[config.mk]
export PLATFORM = sky130hd
export DESIGN_NAME = i2s_tx_stream
export DESIGN_NICKNAME = d
export VERILOG_FILES = /design/src/rtl/i2s_pkg.sv /design/src/rtl/i2s_frame_fifo.sv /design/src/rtl/i2s_tx_stream.sv
export SDC_FILE = /design/constraint.sdc
export NUM_CORES = 1
export LEC_CHECK = 0
export BUFFER_PORTS_ARGS = -buffer_cell sky130_fd_sc_hd__buf_2
export CAP_MARGIN = 30
export CORE_MARGIN = 2
export CORE_UTILIZATION = 50
export DETAILED_ROUTE_END_ITERATION = 6
export PLACE_DENSITY_LB_ADDON = 0.3
export RECOVER_POWER = 100
export SYNTH_ARGS = -nofsm -noshare
export SYNTH_HDL_FRONTEND = slang
export SYNTH_SLANG_ARGS = --single-unit
[constraint.sdc]
create_clock -name clk -period 2.7 [get_ports clk]
set_clock_uncertainty 0.15 [all_clocks]
set_input_delay 0.27 -clock clk [delete_from_list [all_inputs] [get_ports clk]]
set_output_delay 0.27 -clock clk [all_outputs]
set_load 0.005 [all_outputs]
[src/rtl/i2s_pkg.sv]
// Shared constants for the I2S transmit path: serial format selection and
// the two-state run/idle encoding.
package i2s_pkg;

  localparam logic I2S_MODE_PHILIPS = 1'b0;
  localparam logic I2S_MODE_LJ      = 1'b1;

  typedef enum logic {
    ST_IDLE = 1'b0,
    ST_RUN  = 1'b1
  } state_t;

endpackage

[src/rtl/i2s_frame_fifo.sv]
// Show-ahead synchronous FIFO holding packed {left, right} sample pairs.
// rdata always presents the oldest entry, so it can be consumed in the pop cycle.
module i2s_frame_fifo #(
  parameter int WIDTH = 32,
  parameter int DEPTH = 4
) (
  input  logic                     clk,
  input  logic                     rstn,
  input  logic                     push,
  input  logic                     pop,
  input  logic [WIDTH-1:0]         wdata,
  output logic [WIDTH-1:0]         rdata,
  output logic                     full,
  output logic                     empty,
  output logic [$clog2(DEPTH):0]   level
);

  localparam int AW = $clog2(DEPTH);

  logic [WIDTH-1:0] mem [DEPTH];
  logic [AW-1:0]    wr_ptr_reg;
  logic [AW-1:0]    rd_ptr_reg;
  logic [AW:0]      count_reg;
  logic             push_ok;
  logic             pop_ok;

  assign full    = (count_reg == (AW+1)'(DEPTH));
  assign empty   = (count_reg == '0);
  assign push_ok = push && !full;
  assign pop_ok  = pop && !empty;
  assign rdata   = mem[rd_ptr_reg];
  assign level   = count_reg;

  always_ff @(posedge clk) begin
    if (push_ok) begin
      mem[wr_ptr_reg] <= wdata;
    end
  end

  always_ff @(posedge clk or negedge rstn) begin
    if (!rstn) begin
      wr_ptr_reg <= '0;
      rd_ptr_reg <= '0;
      count_reg  <= '0;
    end else begin
      if (push_ok) wr_ptr_reg <= wr_ptr_reg + 1'b1;
      if (pop_ok)  rd_ptr_reg <= rd_ptr_reg + 1'b1;
      case ({push_ok, pop_ok})
        2'b10:   count_reg <= count_reg + 1'b1;
        2'b01:   count_reg <= count_reg - 1'b1;
        default: count_reg <= count_reg;
      endcase
    end
  end

endmodule

[src/rtl/i2s_tx_stream.sv]
// I2S master transmitter: buffers stereo pairs, divides clk into sck and
// shifts each frame out MSB first in Philips or left-justified format.
module i2s_tx_stream
  import i2s_pkg::*;
#(
  parameter int DATA_W     = 16,
  parameter int SLOT_W     = 16,
  parameter int CLK_DIV    = 2,
  parameter int FIFO_DEPTH = 4
) (
  input  logic                          clk,
  input  logic                          rstn,
  input  logic                          enable,
  input  logic                          mode,
  input  logic                          in_valid,
  output logic                          in_ready,
  input  logic [DATA_W-1:0]             in_left,
  input  logic [DATA_W-1:0]             in_right,
  output logic                          sck,
  output logic                          ws,
  output logic                          sd,
  output logic                          frame_done,
  output logic                          underrun,
  output logic [$clog2(FIFO_DEPTH):0]   fifo_level
);

  localparam int FRAME_BITS = 2 * SLOT_W;
  localparam int BW         = $clog2(FRAME_BITS);
  localparam int DIV_W      = (CLK_DIV > 1) ? $clog2(CLK_DIV) : 1;

  state_t                  state_reg, state_next;
  logic [DIV_W-1:0]        div_cnt_reg;
  logic [BW-1:0]           bit_cnt_reg;
  logic [FRAME_BITS-1:0]   shift_reg;
  logic [FRAME_BITS-1:0]   load_word;
  logic [SLOT_W-1:0]       left_slot, right_slot;
  logic                    sck_reg, ws_reg, sd_reg, mode_reg;
  logic                    frame_done_reg, underrun_reg;
  logic                    div_wrap, last_bit;
  logic                    entry, fall, load, fifo_pop;
  logic                    fifo_full, fifo_empty;
  logic [2*DATA_W-1:0]     fifo_rdata;

  i2s_frame_fifo #(
    .WIDTH (2 * DATA_W),
    .DEPTH (FIFO_DEPTH)
  ) u_fifo (
    .clk   (clk),
    .rstn  (rstn),
    .push  (in_valid && in_ready),
    .pop   (fifo_pop),
    .wdata ({in_left, in_right}),
    .rdata (fifo_rdata),
    .full  (fifo_full),
    .empty (fifo_empty),
    .level (fifo_level)
  );

  assign in_ready   = !fifo_full;
  assign sck        = sck_reg;
  assign ws         = ws_reg;
  assign sd         = sd_reg;
  assign frame_done = frame_done_reg;
  assign underrun   = underrun_reg;
  assign div_wrap   = (div_cnt_reg == DIV_W'(CLK_DIV - 1));
  assign last_bit   = (bit_cnt_reg == BW'(FRAME_BITS - 1));

  // Samples sit MSB-aligned in their slot; an empty FIFO yields a silent frame.
  always_comb begin
    left_slot  = '0;
    right_slot = '0;
    left_slot[SLOT_W-1 -: DATA_W]  = fifo_rdata[2*DATA_W-1 -: DATA_W];
    right_slot[SLOT_W-1 -: DATA_W] = fifo_rdata[DATA_W-1:0];
    load_word = fifo_empty ? '0 : {left_slot, right_slot};
  end

  always_ff @(posedge clk or negedge rstn) begin
    if (!rstn) state_reg <= ST_IDLE;
    else       state_reg <= state_next;
  end

  always_comb begin
    state_next = state_reg;
    case (state_reg)
      ST_IDLE: if (enable)  state_next = ST_RUN;
      ST_RUN:  if (!enable) state_next = ST_IDLE;
      default: state_next = ST_IDLE;
    endcase
  end

  always_comb begin
    entry = 1'b0;
    fall  = 1'b0;
    case (state_reg)
      ST_IDLE: entry = enable;
      ST_RUN:  fall  = enable && div_wrap && sck_reg;
      default: ;
    endcase
    load     = entry || (fall && last_bit);
    fifo_pop = load && !fifo_empty;
  end

  always_ff @(posedge clk or negedge rstn) begin
    if (!rstn) begin
      div_cnt_reg    <= '0;
      bit_cnt_reg    <= '0;
      shift_reg      <= '0;
      sck_reg        <= 1'b0;
      ws_reg         <= 1'b0;
      sd_reg         <= 1'b0;
      mode_reg       <= I2S_MODE_PHILIPS;
      frame_done_reg <= 1'b0;
      underrun_reg   <= 1'b0;
    end else begin
      frame_done_reg <= 1'b0;
      if (!enable)                  underrun_reg <= 1'b0;
      else if (load && fifo_empty)  underrun_reg <= 1'b1;

      if (state_reg == ST_RUN && enable) begin
        if (div_wrap) begin
          div_cnt_reg <= '0;
          sck_reg     <= !sck_reg;
        end else begin
          div_cnt_reg <= div_cnt_reg + 1'b1;
        end
        // Philips re-times the bit that just finished; LJ shows the new MSB.
        if (fall) begin
          if (last_bit) begin
            shift_reg      <= load_word;
            bit_cnt_reg    <= '0;
            ws_reg         <= 1'b0;
            frame_done_reg <= 1'b1;
            sd_reg <= (mode_reg == I2S_MODE_LJ) ? load_word[FRAME_BITS-1]
                                                : shift_reg[FRAME_BITS-1];
          end else begin
            shift_reg   <= shift_reg << 1;
            bit_cnt_reg <= bit_cnt_reg + 1'b1;
            ws_reg      <= (bit_cnt_reg >= BW'(SLOT_W - 1));
            sd_reg <= (mode_reg == I2S_MODE_LJ) ? shift_reg[FRAME_BITS-2]
                                                : shift_reg[FRAME_BITS-1];
          end
        end
      end else if (entry) begin
        mode_reg    <= mode;
        shift_reg   <= load_word;
        div_cnt_reg <= '0;
        bit_cnt_reg <= '0;
        sck_reg     <= 1'b0;
        ws_reg      <= 1'b0;
        sd_reg      <= (mode == I2S_MODE_LJ) ? load_word[FRAME_BITS-1] : 1'b0;
      end else begin
        div_cnt_reg <= '0;
        bit_cnt_reg <= '0;
        sck_reg     <= 1'b0;
        ws_reg      <= 1'b0;
        sd_reg      <= 1'b0;
      end
    end
  end

endmodule

==> impl_summary.md <==
Finish
The final net count is 584. Cells with a size suffix above 1 make up 17.9% of the layout. 0 antenna diodes ended up in the layout.

The area used by sequential logic in the layout is 0.00515 sq mm. The layout overhead on the synthesized area is 19.2%. Leaving out filler cells and counting taps, the final layout contains 736. The multi-input combinational cells in the finished layout cover a total of 0.00192 sq mm.

The flip-flop count of the largest register after layout is 128. The fill cell total of the finished layout is 1066. The final standard cell area without fillers is 0.00869 sq mm.

For this run, the share of the core covered by cells in the final layout is 60.5%.

Worst setup path
The type of element launching the critical path is a flip-flop. Of all nets on the critical path, the largest fanout is 5. The required time at the worst-slack endpoint is 2890 ps. The type of the worst setup path is reg -> reg. For the worst setup path, the data arrival time is between 2000 and 3000 ps. The endpoint type of the worst setup path is a flip-flop.

Power
The peak supply drop is between 500 and 600 uV. Dividing total power by cell area gives a power density of around 1000 mW/mm^2. The total leakage power is 3.11 nW.

Timing
For this run, the top clock speed supported by timing is 401 MHz. The number of hold violations in the final report is 0. Of the available clock period, the critical path in the final layout requires around 90%. Summed over all failing endpoints, the final setup total negative slack is 0 ps. The count of final max-slew check failures is 0. At the pin with the least slew margin, the transition time is 976 ps. Setup violations remaining at the end of the flow were counted as 0. Counting I/O delays and the setup requirement, the final critical path takes 2490 ps.

Measured against its own limit, the worst slew margin works out to 35.0%.

Route
After detailed routing, the number of remaining DRC violations is 0. In the final routed layout, each cell accounts on average for 18.9 um. The detailed router finished its first iteration with 519 violations.

The detailed router placed 4222 vias in this run. The detailed-router iteration count before antenna repair is 5. The count of nets left with antenna violations once routing finished came out at 0. Dividing the detail-routed via count by the number of cells gives 5.74. The routed design has 13900 um of wire.

Logic synthesis
The top cell type's share of synthesized area is 52.7%. During synthesis, Yosys emitted a total of 0 warnings. Synthesis produced a netlist with a net count of between 400 and 500. In the synthesized netlist, the cells that appear most often are 128 x sky130_fd_sc_hd__edfxtp_1, 52 x sky130_fd_sc_hd__dfrtp_1, 39 x sky130_fd_sc_hd__a21oi_1, 35 x sky130_fd_sc_hd__nand2_1, 35 x sky130_fd_sc_hd__nand3_1. The commonest register cell after synthesis is sky130_fd_sc_hd__edfxtp_1. In the synthesized netlist, the number of instances is 453. The average cell area after synthesis is 16.1 sq um. The post-synthesis register bit count is 180. The sequential cell area fraction in the yosys report is between 70% and 80%.

The cell area after technology mapping is 0.00729 sq mm. The most frequent cell after synthesis is sky130_fd_sc_hd__edfxtp_1. Of all cell types, the one taking the most synthesized area is sky130_fd_sc_hd__edfxtp_1.

In this run, distinct cell masters in the synthesized netlist total 50. By area the synthesized netlist is led by sky130_fd_sc_hd__edfxtp_1 53%, sky130_fd_sc_hd__dfrtp_1 18%, sky130_fd_sc_hd__mux4_2 9.9%. The proportion of synthesized flip-flops having asynchronous set or reset is 28.9%.

The number of enable-type register cells in the synthesized netlist is approximately 130.

Placed design
Once placement finished, the instance area stood at 0.00773 sq mm. In this run, placement finished with an instance count of 668. Detailed placement finished with a half-perimeter wire length of 7990 um.

In this run the tool buffered the top-level ports with between 40 and 50 buffer cells. At the end of routability-driven placement, the weighted congestion stood at 0.758.

Global route
For met2 alone, demand over resource in global routing was 32.7%. Entering global routing, the biggest net connects 43 pins. The number of global-route vias before repair is 4389. For this run, global-route usage on met3 was measured as 4.55%. Global routing consumed, on the met1 layer, 24.6% of the routing resources. The initial antenna violation count is 0.

The total overflow left after global routing is 0. Global routing consumed, over all layers together, about a fifth of the routing resources. The first global-routing pass estimated 23000 um of wire. The global routing stage identified its most utilized layer as met2.

CTS
The clock sink count is 180. The number of clock buffers added by TritonCTS is 17. The latest clock arrival within the worst-skew pair is approximately 420 ps. The number of buffers on the longest clock path is 2. The clock input transition at the sequential cells of the worst setup and hold paths is 70 ps.

CTS placed an instance of sky130_fd_sc_hd__clkbuf_16 at the clock tree root. TritonCTS built the clock tree. The CTS H-tree depth is 4.

Floorplan
The initial core utilization is 50.8%. The core region area is 0.0144 sq mm. The number of top-level design ports is 46. The floorplan step defined a die boundary enclosing 0.0156 sq mm. The floorplan step set the die height to 125 um. The width of the chip is 125 um. The initialized floorplan defines 44 standard-cell rows.

Worst hold path
The worst hold path class is in -> async.

Flow run
The max-capacitance violation count is 0.

Run status
The flow ran to the end, and the final reports show no timing, DRC or antenna violations.
## kinds of logic (layout without fill, tap and decap cells)
group | after synthesis | in the layout | share of synthesized area, %
flops | 180 | 180 | 70.5
simple gates | 96 | 96 | 6.62
compound gates | 87 | 87 | 7.15
buf+inv | 41 | 140 | 3.14
mux | 34 | 34 | 10.2
fa+ha+maj | 8 | 8 | 1.48
xor+xnor | 7 | 7 | 0.841
## power by group
| part | internal (W) | total [W] | switching [W] |
|---|---|---|---|
| sequential | 0.00365 | 0.00396 | 0.000301 |
| clock | 0.00172 | 0.00272 | 0.000999 |
| combinational | 0.00101 | 0.00209 | 0.00107 |
| total | 0.00638 | 0.00876 | 0.00237 |
## layer usage
metal / vias up / share of wire (%) / wire, um
met5: - / 0 / 0
met4: 0 / 1.1 / 154
met3: 13 / 5.0 / 694
met2: 121 / 53 / 7320
met1: 2154 / 41 / 5710
li1: 1934 / - / -
## final timing paths
path / end / slack (ps) / startpoint / cells after the start
min in group clk: u_fifo.wr_ptr_reg[0] / 170 / in_valid / 3
min reg2reg: underrun / 380 / underrun / 1
max reg2reg: u_fifo.level[2] / 210 / bit_cnt_reg[1] / 11
max in group asynchronous: shift_reg[19] / 670 / rstn / 4
min: shift_reg[4] / 80 / rstn / 2
max: u_fifo.level[2] / 210 / bit_cnt_reg[1] / 11
## metrics by stage
step	setup slack [ps]	hold slack, ps	power (W)
2_1_floorplan	57.4	-176	0.00549
6_report	208	75.4	0.00876
3_5_place_dp	89.7	326	0.00613
3_3_place_gp	173	317	0.00607
5_1_grt	-7.01	91.0	0.00924
4_1_cts	66.8	45.9	0.00890
## repair_timing
item                                    4_1_cts  5_1_grt
hold endpoints to repair                    170        0
buffers inserted                              0        1
endpoints found under the setup margin        0        1
hold buffers                                 34        0
gates resized for setup                       0        2
## cell usage in the layout (no fill, tap or decap), types with 3 or more instances in the layout
cell	count
sky130_fd_sc_hd__edfxtp_1	128
sky130_fd_sc_hd__dfrtp_1	50
sky130_fd_sc_hd__clkbuf_1	41
sky130_fd_sc_hd__a21oi_1	38
sky130_fd_sc_hd__nand3_1	35
sky130_fd_sc_hd__nand2_1	35
sky130_fd_sc_hd__dlygate4sd3_1	34
sky130_fd_sc_hd__a31oi_1	33
sky130_fd_sc_hd__mux4_2	32
sky130_fd_sc_hd__clkbuf_16	17
sky130_fd_sc_hd__buf_4	14
sky130_fd_sc_hd__inv_1	8
sky130_fd_sc_hd__buf_2	7
sky130_fd_sc_hd__nor2_1	6
sky130_fd_sc_hd__ha_1	6
sky130_fd_sc_hd__bufinv_16	5
sky130_fd_sc_hd__xnor2_1	4
sky130_fd_sc_hd__and3_2	3
sky130_fd_sc_hd__o21ai_0	3
sky130_fd_sc_hd__xor2_1	3
sky130_fd_sc_hd__clkbuf_8	3
sky130_fd_sc_hd__buf_12	3
## layout make-up
cell class,instances,share of cell area (%)
well taps,184,2.65
multi-input cells,232,22.1
clock inverters,12,2.30
clock buffers,20,5.37
repair buffers,100,8.05
flip-flops and latches,180,59.2
inverters,8,0.345
## worst max-delay path: stages (launching register included)
cell	delay, ps
sky130_fd_sc_hd__dfrtp_2	400
sky130_fd_sc_hd__ha_2	210
sky130_fd_sc_hd__and3_1	190
sky130_fd_sc_hd__ha_1	170
sky130_fd_sc_hd__nand3_1	100
sky130_fd_sc_hd__a21oi_2	160
sky130_fd_sc_hd__ha_1	190
sky130_fd_sc_hd__inv_1	60
sky130_fd_sc_hd__fa_1	370
sky130_fd_sc_hd__xor2_1	150
sky130_fd_sc_hd__nor2_1	110
sky130_fd_sc_hd__xor2_1	160
No activity file was read; power rests on OpenSTA's default activity.
